$ cat config.mk
export PLATFORM = sky130hd
export DESIGN_NAME = weight1_update_ctrl
export DESIGN_NICKNAME = d
export VERILOG_FILES = /design/src/rtl/weight1_update_ctrl_pkg.sv /design/src/rtl/wupd_delay.sv /design/src/rtl/weight1_update_ctrl.sv
export SDC_FILE = /design/constraint.sdc
export NUM_CORES = 1
export LEC_CHECK = 0
export CORE_MARGIN = 8
export CORE_UTILIZATION = 40
export DETAILED_ROUTE_END_ITERATION = 10
export PLACE_DENSITY = 0.67
export SYNTH_ARGS = -nofsm -noshare
export SYNTH_HDL_FRONTEND = slang
export SYNTH_SLANG_ARGS = --single-unit
$ cat constraint.sdc
create_clock -name clk -period 4.7 [get_ports clk]
set_input_delay 0.705 -clock clk [delete_from_list [all_inputs] [get_ports clk]]
set_output_delay 0.705 -clock clk [all_outputs]
set_load 0.01 [all_outputs]
$ cat src/rtl/weight1_update_ctrl_pkg.sv
// Shared definitions for the layer-1 weight update controller: FSM states,
// default network dimensions and the datapath write latency.
package weight1_update_ctrl_pkg;

    typedef enum logic [2:0] {
        S_IDLE   = 3'd0,
        S_LOAD   = 3'd1,
        S_ARM    = 3'd2,
        S_STREAM = 3'd3,
        S_DRAIN  = 3'd4,
        S_NEXT   = 3'd5
    } state_t;

    localparam int unsigned DEF_NPIXEL  = 784;
    localparam int unsigned DEF_NHIDDEN = 32;

    // Cycles from a weight read to its write-back (EXEC register plus adder)
    localparam int unsigned WR_LATENCY  = 2;

endpackage

$ cat src/rtl/wupd_delay.sv
// Valid/data delay line of DEPTH register stages with synchronous flush;
// aligns read-side strobes and addresses with the datapath write-back.
module wupd_delay
    import weight1_update_ctrl_pkg::*;
#(
    parameter int unsigned DEPTH = WR_LATENCY,
    parameter int unsigned WIDTH = 8
) (
    input  logic             clk,
    input  logic             reset_b,
    input  logic             flush,
    input  logic             in_vld,
    input  logic [WIDTH-1:0] in_data,
    output logic             out_vld,
    output logic [WIDTH-1:0] out_data
);

    localparam int unsigned DW = DEPTH * WIDTH;

    logic [DEPTH-1:0] r_vld;
    logic [DW-1:0]    r_data;

    // Stage 0 sits in the low bits; each edge shifts everything one stage up
    always_ff @(posedge clk or negedge reset_b) begin
        if (!reset_b) begin
            r_vld  <= '0;
            r_data <= '0;
        end else if (flush) begin
            r_vld  <= '0;
            r_data <= '0;
        end else begin
            r_vld  <= DEPTH'({r_vld, in_vld});
            r_data <= DW'({r_data, in_data});
        end
    end

    assign out_vld  = r_vld[DEPTH-1];
    assign out_data = r_data[DW-1 -: WIDTH];

endmodule

$ cat src/rtl/weight1_update_ctrl.sv
// Layer-1 weight update sequencer: walks every hidden neuron, arms the delta
// datapath and streams pixel/weight addresses. Optional bias writes: WUPD_BIAS_EN.
module weight1_update_ctrl
    import weight1_update_ctrl_pkg::*;
#(
    parameter int unsigned NWBITS     = 16,
    parameter int unsigned NPIXEL     = DEF_NPIXEL,
    parameter int unsigned NHIDDEN    = DEF_NHIDDEN,
    parameter int unsigned COUNT_BIT1 = 10,
    parameter int unsigned HID_BITS   = 5
) (
    input  logic                           clk,
    input  logic                           reset_b,
    input  logic                           start,
    input  logic                           abort,
    output logic                           busy,
    output logic                           done,
    output logic [HID_BITS-1:0]            deriv_rd_addr,
    output logic                           start_state6,
    output logic [COUNT_BIT1-1:0]          pixel_addr,
    output logic [HID_BITS+COUNT_BIT1-1:0] w_rd_addr,
    output logic                           w_wr_en,
    output logic [HID_BITS+COUNT_BIT1-1:0] w_wr_addr,
    output logic                           b_wr_en,
    output logic [HID_BITS-1:0]            b_wr_addr
);

    localparam int unsigned AW = HID_BITS + COUNT_BIT1;
    localparam logic [COUNT_BIT1-1:0] LAST_PIX = COUNT_BIT1'(NPIXEL - 1);
    localparam logic [HID_BITS-1:0]   LAST_HID = HID_BITS'(NHIDDEN - 1);

    // Reject parameter sets whose counters cannot reach the last index
    generate
        if (NWBITS == 0 || NPIXEL < 1 || NHIDDEN < 1 ||
            NPIXEL > (1 << COUNT_BIT1) || NHIDDEN > (1 << HID_BITS)) begin : g_bad_cfg
            $error("weight1_update_ctrl: inconsistent parameter set");
        end
    endgenerate

    state_t                r_state;
    logic [HID_BITS-1:0]   r_neuron;
    logic [COUNT_BIT1-1:0] r_pix;
    logic                  r_drain;
    logic                  r_busy;
    logic                  r_done;
    logic                  r_start_state6;

    logic                  w_rd_vld;
    logic [AW-1:0]         w_rd_addr_int;

    always_ff @(posedge clk or negedge reset_b) begin
        if (!reset_b) begin
            r_state        <= S_IDLE;
            r_neuron       <= '0;
            r_pix          <= '0;
            r_drain        <= 1'b0;
            r_busy         <= 1'b0;
            r_done         <= 1'b0;
            r_start_state6 <= 1'b0;
        end else begin
            r_done         <= 1'b0;
            r_start_state6 <= 1'b0;
            if (abort) begin
                r_state  <= S_IDLE;
                r_busy   <= 1'b0;
                r_neuron <= '0;
                r_pix    <= '0;
                r_drain  <= 1'b0;
            end else begin
                case (r_state)
                    S_IDLE: begin
                        if (start) begin
                            r_neuron <= '0;
                            r_busy   <= 1'b1;
                            r_state  <= S_LOAD;
                        end
                    end
                    S_LOAD: begin
                        // Derivative RAM read completes; arm pulse lands in ARM
                        r_start_state6 <= 1'b1;
                        r_state        <= S_ARM;
                    end
                    S_ARM: begin
                        r_pix   <= '0;
                        r_state <= S_STREAM;
                    end
                    S_STREAM: begin
                        if (r_pix == LAST_PIX) begin
                            r_drain <= 1'b0;
                            r_state <= S_DRAIN;
                        end else begin
                            r_pix <= r_pix + COUNT_BIT1'(1);
                        end
                    end
                    S_DRAIN: begin
                        if (r_drain) begin
                            r_state <= S_NEXT;
                            r_done  <= (r_neuron == LAST_HID);
                        end else begin
                            r_drain <= 1'b1;
                        end
                    end
                    S_NEXT: begin
                        if (r_neuron == LAST_HID) begin
                            r_busy  <= 1'b0;
                            r_state <= S_IDLE;
                        end else begin
                            r_neuron <= r_neuron + HID_BITS'(1);
                            r_state  <= S_LOAD;
                        end
                    end
                    default: begin
                        r_busy  <= 1'b0;
                        r_state <= S_IDLE;
                    end
                endcase
            end
        end
    end

    assign w_rd_vld      = (r_state == S_STREAM);
    assign w_rd_addr_int = {r_neuron, r_pix};

    // Write strobe trails each streamed read by the datapath latency
    wupd_delay #(
        .DEPTH (WR_LATENCY),
        .WIDTH (AW)
    ) u_wr_dly (
        .clk      (clk),
        .reset_b  (reset_b),
        .flush    (abort),
        .in_vld   (w_rd_vld),
        .in_data  (w_rd_addr_int),
        .out_vld  (w_wr_en),
        .out_data (w_wr_addr)
    );

`ifdef WUPD_BIAS_EN
    // Bias write follows the arm pulse by the delta_bias latency
    wupd_delay #(
        .DEPTH (WR_LATENCY),
        .WIDTH (HID_BITS)
    ) u_bias_dly (
        .clk      (clk),
        .reset_b  (reset_b),
        .flush    (abort),
        .in_vld   (r_start_state6),
        .in_data  (r_neuron),
        .out_vld  (b_wr_en),
        .out_data (b_wr_addr)
    );
`else
    assign b_wr_en   = 1'b0;
    assign b_wr_addr = '0;
`endif

    assign busy          = r_busy;
    assign done          = r_done;
    assign start_state6  = r_start_state6;
    assign deriv_rd_addr = r_neuron;
    assign pixel_addr    = r_pix;
    assign w_rd_addr     = w_rd_addr_int;

endmodule

; After elaboration in Yosys (flattened, before gate mapping)
; Cells that the tools add are included.
[totals]
reg_bits = 54
input_bits = 4
out_inout_bits = 55
elab_cells = 62
[op_classes]
add_sub_neg = 2
n_eq_ne = 14
n_mux = 27
reduce_logical = 10
[op_table]
columns = cell, count
row1 = $mux 30, 1
row2 = $mux 10, 2
row3 = $pmux 10 s2, 1
row4 = $ne 3x3->1 const B, 6
row5 = $pmux 3 s6, 1
row6 = $mux 5, 3
row7 = $mux 3, 4
row8 = $mux 1, 11
row9 = $add 10x1->10 const B, 1
row10 = $eq 10x10->1 const B, 1
row11 = $pmux 5 s2, 1
row12 = $reduce_and 3->1, 3
row13 = $reduce_bool 3->1, 3
row14 = $eq 3x2->1 const B, 2
row15 = $eq 3x3->1 const B, 2
row16 = $add 5x1->5 const B, 1
row17 = $eq 5x5->1 const B, 1
row18 = $reduce_and 2->1, 2
row19 = $reduce_or 4->1, 1
row20 = $eq 3x1->1 const B, 1
row21 = $logic_not 3->1, 1
row22 = $pmux 1 s3, 1
row23 = $mux 2, 1
row24 = $ne 2x1->1 const B, 1
row25 = $pmux 1 s2, 1

; Depth between registers and ports, before layout
; Gate-level depths: netlist of run 1.
[logic_depth]
word_depth = 4
depth_mapped = 7
ltp_nobuf = 7

; Modules after synthesis
; From an unflattened synthesis of run 1, not the netlist that was laid out.
[hier_totals]
cells_unflattened = 230
hier_area_um2 = 2488.6
[modules_own_cells]
columns = module, instances, cells_per_inst, area_each_um2
row1 = weight1_update_ctrl, 1, 148, 1352.5
row2 = wupd_delay, 1, 82, 1136.1

; Worst setup path before layout of run 1
; Ideal clock, no wire load.
[synth_path]
path_type = in2reg
startpoint = in abort
endpoint = reg r_pix[9], in the netlist pixel_addr[9]
arrival_ns = 1.886
required_ns = 4.613
path_slack_ns = 2.727
stages = 5
path_cell_list = clkbuf_1 and4bb_2 o31ai_4 or4_1 o211ai_1
[synth_between]
elab_chain_cells = 2
elab_cells_between_ends = 4
cone_classes = eq/ne (1) / mux (1) / reduce/logical (2)
[synth_rtl]
columns = element, line_no
row1 = start: declaration, weight1_update_ctrl.sv:15  ; input logic abort,
row2 = $ne 3x3->1 (no line) or $reduce_bool 3->1 (tied branches), -
row3 = $reduce_and 2->1 (no line), -
row4 = end signal: assignment, weight1_update_ctrl.sv:92  ; r_pix <= r_pix + COUNT_BIT1'(1);
row5 = end: declaration, weight1_update_ctrl.sv:42  ; logic [COUNT_BIT1-1:0] r_pix;
; Parallel ways exist; a longest one is shown, timed or not.
; A chain may end at the register's enable or synchronous reset.

; Final worst setup path of run 1
; Same ends and word-level chain as after synthesis.

==> metrics.txt, run 1 <==
outcome completed; synthesis-stage register bit count 54; static leakage 1.32 nW; Crit path max-delay family simple AND/OR/NAND/NOR gates; final RePlAce weighted congestion 0.857; remaining antenna violation count 0; Std-Cell Rows 29; Setup crit end kind flop; Psw 0.000185 W; CTS resizes 0; Hold Vio Cnt, Final 0; worst path bufs/invs 2; Critical-path top delay cell and4bb_2; min cycle time layout 2.47 ns; Synth-to-Final Area Change 17.7%; Synth Cell Area 2530 µm²; first-pass GRT wire length 7840 µm; Post-CTS Hold Fix Bufs 0; final worst-path cycle share 52.6%; Least-Margin Pin Slew 0.662 ns; Seq/Total Area, Yosys 53.5%; Die Wd 95.5 µm; initial antenna violation count 0; Worst-path clk slew 0.09 ns; Clock H-tree levels 2; largest net degree at the start of global routing 55; layout cells sized above 1 6.54%; Die H 95.5 µm; Post-Syn Instances 239; setup TNS 0 ns; Worst path max stage delay 0.55 ns; P_int 0.000645 W; Bufs on Longest Clock Path 2; Worst Path Max Fanout 44; commonest cells after routing, fill and taps aside dfrtp_1 (54), clkdlybuf4s50_1 (51), nor2b_1 (30); Crit path arrival time 2.69 ns; Final Instance Area 2970 µm²; drt drc 0; unrepaired setup endpoints after global routing no; Ant. Diodes 0; CTS Buf Count 5; Hold Path Class reg2reg; slew margin rel. 55.9%; critical-path cell list clkdlybuf4s50_1 > buf_4 > and4bb_2 > o31ai_4 > or4_1 > o211ai_1; Total GRT Usage 10.7%; gr ovfl total 0; via count 1637; post-synthesis cell type count 40; Vias/cell 4.86; I/O pin total 59; Cell Pwr Density 279 nW/µm²; post-CTS setup buffers 0; # Max-Cap Violations 0; number of nets in the layout 266; drt first pass iters 4; pins over their slew limit 0; Core Footprint 6240 µm²; worst vdd ir 0.129 mV; Final HPWL DP 3230 µm; Most used DFF post-synth dfrtp_1; Sink Count 54; DR iter-0 viols 108; die area 9110 µm²; CTS root buffer clkbuf_8; Sw Share 22.3%; Clock power frac 36.3%; number of synthesis warnings 0; Final setup violation count 0; clk_lat worst skew 0.30 ns; syn_area_per_cell 10.6 µm²; CTS tree done; total power 0.000830 W; Setup CP Type in2reg; FMAX 0.405 GHz; commonest non-fill, non-tap cell in the layout dfrtp_1; Post-synth EDFFs 0; Comb pwr share 6.3%; clk_skew 0.00334 ns; CP required 4.92 ns; DP Area 2860 µm²; vias in the first global route 1545; Initial Util 40.5%; register share of total power 57.4%; crit start category input port; port buffer count 52; total wire length 4700 µm; ys async rst share 100%; drt wl/cell 13.9 µm
-- cells in the mapped netlist, types with 2 or more instances --
library cell / n / area share [%]
nor4_1: 2 / 0.50
o22ai_1: 2 / 0.50
buf_4: 36 / 11
inv_1: 9 / 1.3
nor2b_1: 30 / 7.4
a21o_1: 2 / 0.59
and3_1: 4 / 0.99
nand3_1: 5 / 0.99
a21oi_1: 8 / 1.6
nor3_1: 5 / 0.99
a31oi_1: 7 / 1.7
clkbuf_1: 9 / 1.3
nand2_1: 11 / 1.6
nor2_1: 14 / 2.1
nand3b_1: 2 / 0.59
o211ai_1: 2 / 0.59
or3_1: 2 / 0.50
mux2i_1: 3 / 1.2
dfrtp_1: 54 / 53
ha_1: 3 / 1.5
nand4_1: 2 / 0.50
o21ai_0: 9 / 1.8
-- final cells by class --
| type | instances | area [µm²] |
|---|---|---|
| fillers | 596 | 3270 |
| flip-flops and latches | 54 | 1350 |
| clock inverters | 2 | 37.5 |
| multi-input cells | 135 | 851 |
| well taps | 77 | 96.3 |
| repair buffers | 54 | 531 |
| clock buffers | 6 | 72.6 |
| inverters | 9 | 33.8 |
-- cells by family after synthesis --
| logic type | count (synthesis) | synth area share (%) |
|---|---|---|
| other | 1 | 0.148 |
| adder cells (fa/ha/maj) | 3 | 1.49 |
| buffers and inverters | 55 | 13.6 |
| multiplexers | 3 | 1.19 |
| flip-flops | 54 | 53.5 |
| AND/OR/NAND/NOR | 85 | 19.2 |
| AO/OA/AOI/OAI | 38 | 10.9 |
-- per-stage QoR --
step,setup slack [ns],cells,hold WS (ns),utilization (%)
floorplan,2.73,244,0.409,-
global placement,1.98,329,0.444,45.9
detailed placement,1.92,329,0.448,45.9
CTS,2.23,337,0.469,47.6
global route,2.14,337,0.481,47.6
finish,2.23,337,0.466,47.6
-- flip-flops by register name, summed over array words and instances (netlist names) --
signal,cells
r_drain,1
deriv_rd_addr,5
start_state6,1
done,1
pixel_addr,10
u_wr_dly.r_data,30
r_state,3
busy,1
u_wr_dly.r_vld,2
-- final timing paths --
kind	from	end	slack [ns]	cells after the start
hold / removal	u_wr_dly.r_data[13]	u_wr_dly.r_data[28]	0.47	1
setup reg to reg	deriv_rd_addr[0]	deriv_rd_addr[3]	2.51	7
setup / recovery	abort	pixel_addr[9]	2.23	6
hold reg to reg	u_wr_dly.r_data[13]	u_wr_dly.r_data[28]	0.47	1
max in group asynchronous	reset_b	r_state[1]	3.75	2
min in group asynchronous	reset_b	done	0.50	2
-- layer usage --
metal | track usage (%) | vias up | wire [µm]
li1 | - | 803 | -
met1 | 13.6 | 796 | 2090
met2 | 17.4 | 34 | 2290
met3 | 2.68 | 4 | 263
met4 | 3.97 | 0 | 58
met5 | 0 | - | 0
-- power by group through the flow --
stage	logic, W	registers [W]	clock network, W
CTS	0.0000532	0.000476	0.000311
finish	0.0000523	0.000476	0.000301
detailed placement	0.0000531	0.000485	0
floorplan	0.0000376	0.000481	0
global route	0.0000590	0.000478	0.000333
global placement	0.0000524	0.000485	0
No activity file was read; power rests on OpenSTA's default activity.
==> inputs of run 2 (changes only) <==
- clock period: 4.7 -> 2.3 ns (I/O delays scaled with it)
==> run 2 against run 1 <==
Design area is 1.6% higher. Highest routed layer unchanged. Via count rose by 0.73%. Final cell count is 1.8% higher. Routed wire length increased by 4.2%. Clock-buffer cell count is the same. Worst hold slack lost 0.0012 ns. Clock skew grew 0.00050 ns. Non-clock buffer count is 6 higher.
==> metrics.txt, run 2 (same netlist as run 1, synthesis figures left out) <==
layout cells sized above 1 8.27%; commonest cells after routing, fill and taps aside dfrtp_1 (54), clkdlybuf4s50_1 (51), nor2b_1 (30); Worst Path Max Fanout 7; Hold Path Origin u_wr_dly.r_data[11]; cell repeated most along the worst path ha_1; total power 0.00170 W; final RePlAce weighted congestion 0.847; via count 1649; Vias/cell 4.81; Worst-path clk slew 0.09 ns; largest net degree at the start of global routing 43; drt drc 0; unrepaired setup endpoints after global routing no; Sw Share 22.3%; setup TNS 0 ns; Clock H-tree levels 2; die area 9110 µm²; Ant. Diodes 0; Setup crit end kind flop; register share of total power 56.8%; Critical-path top delay cell dfrtp_1; Filler Cell Count 579; max reg flops 30; # Max-Cap Violations 0; number of nets in the layout 272; Std-Cell Rows 29; crit start category flop; area taken by multi-input logic gates 851 µm²; Post-Route Utilization 48.4%; Bufs on Longest Clock Path 2; vias in the first global route 1587; Worst path max stage delay 0.46 ns; Psw 0.000379 W; min cycle time layout 2.11 ns; FF/Latch Area 1350 µm²; CTS Buf Count 5; drt first pass iters 4; CP required 2.49 ns; Post-Place Setup Slack 0.223 ns; FMAX 0.473 GHz; R2R Path Start deriv_rd_addr[0]; Initial Util 40.5%; Die Wd 95.5 µm; drt wl/cell 14.3 µm; final worst-path cycle share 91.8%; most flop-heavy register u_wr_dly.r_data; port buffer count 52; first-pass GRT wire length 7890 µm; Synth-to-Final Area Change 19.6%; Final setup violation count 0; pins over their slew limit 0; Hold Vio Cnt, Final 0; clk_skew 0.00384 ns; remaining antenna violation count 0; Final HPWL DP 3550 µm; CTS tree done; Sink Count 54; Least-Margin Pin Slew 0.510 ns; Die H 95.5 µm; commonest non-fill, non-tap cell in the layout dfrtp_1; Core Footprint 6240 µm²; worst setup margin 0.188 ns; Cell Pwr Density 564 nW/µm²; Comb pwr share 7.1%; initial antenna violation count 0; slew margin rel. 65.7%; Setup CP Type reg2reg; clk_lat worst skew 0.30 ns; post-CTS setup buffers 0; outcome completed; CTS root buffer clkbuf_8; Total GRT Usage 11.0%; total wire length 4900 µm; Clock power frac 36.1%; worst vdd ir 0.411 mV; Setup crit start deriv_rd_addr[0]; Crit path arrival time 2.30 ns; DR iter-0 viols 93; I/O pin total 59; gr ovfl total 0; critical-path cell list ha_1 > and3_1 > ha_1 > nand3b_1 > a21oi_1 > nor2_1 > a211o_1; static leakage 1.35 nW; Hold Path Class reg2reg; P_int 0.00132 W
## run 2: changes by cell type in the layout (fill, tap and decap cells not counted), sizes merged
cell,delta
buf,+5
dlygate4sd3,+1
## run 2: worst paths after layout
kind	endpoint	slack, ns	depth (start not counted)
max	deriv_rd_addr[3]	0.19	7
min	u_wr_dly.r_data[26]	0.46	1
max reg2reg	deriv_rd_addr[3]	0.19	7
min reg2reg	u_wr_dly.r_data[26]	0.46	1
max in group asynchronous	u_wr_dly.r_data[24]	1.23	3
min in group asynchronous	deriv_rd_addr[2]	0.47	2
## run 2: routing by layer
layer / track usage, % / share of wire, % / up-vias
met3: 2.44 / 6.8 / 5
met5: 0 / 0 / -
li1: - / - / 820
met1: 13.3 / 43 / 774
met4: 4.35 / 1.5 / 0
met2: 18.4 / 49 / 50
## run 2: what timing repair did
action,in CTS,in global routing
resized for setup,0,0
hold buffers,1,0
hold endpoints to repair,12,0
## run 2: metrics by stage
step                instances  instance area (µm²)  hold WS (ns)
floorplan                 244                 2540        0.0494
global placement          334                 2900         0.259
detailed placement        334                 2900         0.259
CTS                       343                 3020         0.457
global route              343                 3020         0.477
finish                    343                 3020         0.465
## run 2: final cells by class
cell class,count,share of cell area [%]
Clock buffer,6,2.40
Clock inverter,2,1.24
Inverter,9,1.12
Multi-Input combinational cell,135,28.2
Sequential cell,54,44.7
Tap cell,77,3.19
Timing Repair Buffer,60,19.1
## run 2: critical path: cells and delay by family, from the launching register on
kind / cells / cell delay (ns)
AO/OA/AOI/OAI: 2 / 0.54
AND/OR/NAND/NOR: 3 / 0.51
adder cells (fa/ha/maj): 2 / 0.49
flip-flops: 1 / 0.46
## run 2: power groups by stage
| stage | clock network, W | registers (W) | logic (W) |
|---|---|---|---|
| global placement | 0 | 0.000986 | 0.000119 |
| global route | 0.000680 | 0.000969 | 0.000135 |
| CTS | 0.000639 | 0.000968 | 0.000122 |
| finish | 0.000615 | 0.000967 | 0.000120 |
| detailed placement | 0 | 0.000987 | 0.000121 |
| floorplan | 0 | 0.000984 | 0.0000769 |
==> inputs of run 3 (changes only) <==
- CORE_ASPECT_RATIO: default -> 1.1
- SYNTH_HIERARCHICAL: default -> 1
==> run 3 against run 2 <==
Critical path depth stayed put. Clock power shrank 14%. Non-clock buffer count decreased by 2. Highest routed layer unchanged.
==> metrics.txt, run 3 <==
via count 1594; outcome completed; most frequent cell after synthesis dfrtp_1; Seq/Total Area, Yosys 54.3%; Cell Pwr Density 565 nW/µm²; Post-synth EDFFs 0; I/O pin total 59; Synth-to-Final Area Change 17.7%; Critical-path top delay cell or4b_1; Clock power frac 31.9%; Hold Path Class in2async; Std-Cell Rows 30; min cycle time layout 2.17 ns; max reg flops 30; Setup crit start deriv_rd_addr[0]; # Max-Cap Violations 0; Vias/cell 4.74; syn_area_per_cell 10.8 µm²; die area 9000 µm²; CTS resizes 0; share of the synthesized area in the top cell type 54.3%; most flop-heavy register u_wr_dly/r_data; Total GRT Usage 10.7%; commonest non-fill, non-tap cell in the layout dfrtp_1; Die Wd 91.2 µm; CTS root buffer clkbuf_8; final RePlAce weighted congestion 0.833; DR iter-0 viols 65; CTS tree done; drt drc 0; vias in the first global route 1553; Crit path arrival time 2.40 ns; Die H 98.7 µm; unrepaired setup endpoints after global routing no; port buffer count 52; CP required 2.53 ns; Hold Vio Cnt, Final 0; worst path bufs/invs 0; static leakage 1.29 nW; Post-Syn Instances 230; Clock H-tree levels 2; Most used DFF post-synth dfrtp_1; number of synthesis warnings 6; area leader, netlist dfrtp_1; setup TNS 0 ns; final worst-path cycle share 94.2%; Final HPWL DP 3390 µm; P_int 0.00124 W; Worst path max stage delay 0.51 ns; Synth area leaders dfrtp_1 (54%), buf_4 (12%), nor2b_1 (8.0%); commonest cells after routing, fill and taps aside dfrtp_1 (54), clkdlybuf4s50_1 (51), nor2b_1 (32); Reg-to-Reg End deriv_rd_addr[4]; drt first pass iters 4; R2R Setup Slk 0.13 ns; Bufs on Longest Clock Path 2; largest net degree at the start of global routing 55; slew margin rel. 57.2%; Min Hold Slack 0.145 ns; crit start category flop; Worst-path clk slew 0.10 ns; Least-Margin Pin Slew 0.643 ns; FF-to-FF path depth 7; Comb pwr share 8.2%; total wire length 4730 µm; Synth Cell Area 2490 µm²; drt wl/cell 14.1 µm; number of nets in the layout 262; FMAX 0.462 GHz; worst vdd ir 0.211 mV; Crit path max-delay family simple AND/OR/NAND/NOR gates; layout cells sized above 1 7.81%; Sink Count 54; Sw Share 25.3%; Final setup violation count 0; post-CTS setup buffers 0; Core Footprint 6080 µm²; ys async rst share 100%; first-pass GRT wire length 7960 µm; R2R Path Start deriv_rd_addr[0]; clk_lat worst skew 0.30 ns; cell repeated most along the worst path ha_1; CTS Buf Count 5; gr ovfl total 0; top cells by count, synth dfrtp_1 (54), buf_4 (41), nor2b_1 (32), nor2_1 (15), nand2_1 (11); Setup crit end kind flop; Worst Path Max Fanout 6; Initial Util 40.9%; synthesis-stage register bit count 54; Ant. Diodes 0; pins over their slew limit 0; initial antenna violation count 0; post-synthesis cell type count 43; critical-path cell list ha_1 > and3_1 > ha_1 > and4bb_4 > nor2_2 > or4b_1 > a21oi_1; remaining antenna violation count 0; register share of total power 59.8%; Psw 0.000419 W; Setup CP Type reg2reg; Post-CTS Hold Fix Bufs 0; clk_skew 0.00637 ns
run 3: cell count changes in the layout (fill, tap and decap cells not counted), moves of 2 or more:
cell      before  now
a31oi_1        7    2
inv_1          9    4
o21ai_1        0    4
a22o_1         0    3
mux2i_1        3    1
nand3b_1       2    0
nor2b_1       30   32
nor3_1         5    3
o21ai_0        9    7
run 3: cell families after synthesis:
group / after synthesis / share of synthesized area (%)
simple gates: 85 / 20.2
flops: 54 / 54.3
buf+inv: 49 / 13.9
compound gates: 36 / 9.25
fa+ha+maj: 3 / 1.51
other cells: 1 / 0.151
xor+xnor: 1 / 0.352
mux: 1 / 0.402
run 3: through the flow:
stage | total power (W) | utilization [%] | setup slack (ns) | instance area [µm²] | instances
after floorplan | 0.00110 | - | 0.147 | 2510 | 235
after global placement | 0.00115 | 46.7 | 0.207 | 2840 | 328
after detailed placement | 0.00115 | 46.7 | 0.153 | 2840 | 328
after CTS | 0.00167 | 48.2 | 0.130 | 2930 | 336
after global routing | 0.00173 | 48.2 | 0.0289 | 2930 | 336
final | 0.00166 | 48.2 | 0.134 | 2930 | 336
run 3: metal layers:
metal	wire [µm]	vias to the layer above	track usage (%)
met5	0	-	0
met4	64	0	4.16
met3	279	4	3.12
met2	2470	43	18.5
met1	1920	760	11.9
li1	-	787	-
run 3: how the worst max path moves through the flow:
stage                            end  cells past startpoint
finish              deriv_rd_addr[4]                      7
global route        deriv_rd_addr[4]                      7
CTS                 deriv_rd_addr[4]                      7
detailed placement  deriv_rd_addr[4]                      7
global placement    deriv_rd_addr[4]                      7
floorplan           deriv_rd_addr[4]                      7
run 3: final cells by class:
type                       count  area, µm²
clock inverter                 3       23.8
multi-input combinational    132        811
fill                         572       3150
sequential                    54       1350
tap                           80        100
clock buffer                   5       68.8
timing repair buffer          58        561
inverter                       4       15.0
run 3: power groups by stage:
| stage | registers [W] | logic (W) | clock network, W |
|---|---|---|---|
| 2_1_floorplan | 0.000996 | 0.000105 | 0 |
| 3_3_place_gp | 0.00101 | 0.000137 | 0 |
| 3_5_place_dp | 0.00101 | 0.000138 | 0 |
| 4_1_cts | 0.000990 | 0.000138 | 0.000543 |
| 5_1_grt | 0.000994 | 0.000152 | 0.000583 |
| 6_report | 0.000990 | 0.000136 | 0.000529 |
run 3: worst register-to-register path: stages (launching register included):
cell and delay (ns):
dfrtp_1 0.39, ha_1 0.21, and3_1 0.18, ha_1 0.21, and4bb_4 0.38, nor2_2 0.08
or4b_1 0.51, a21oi_1 0.15
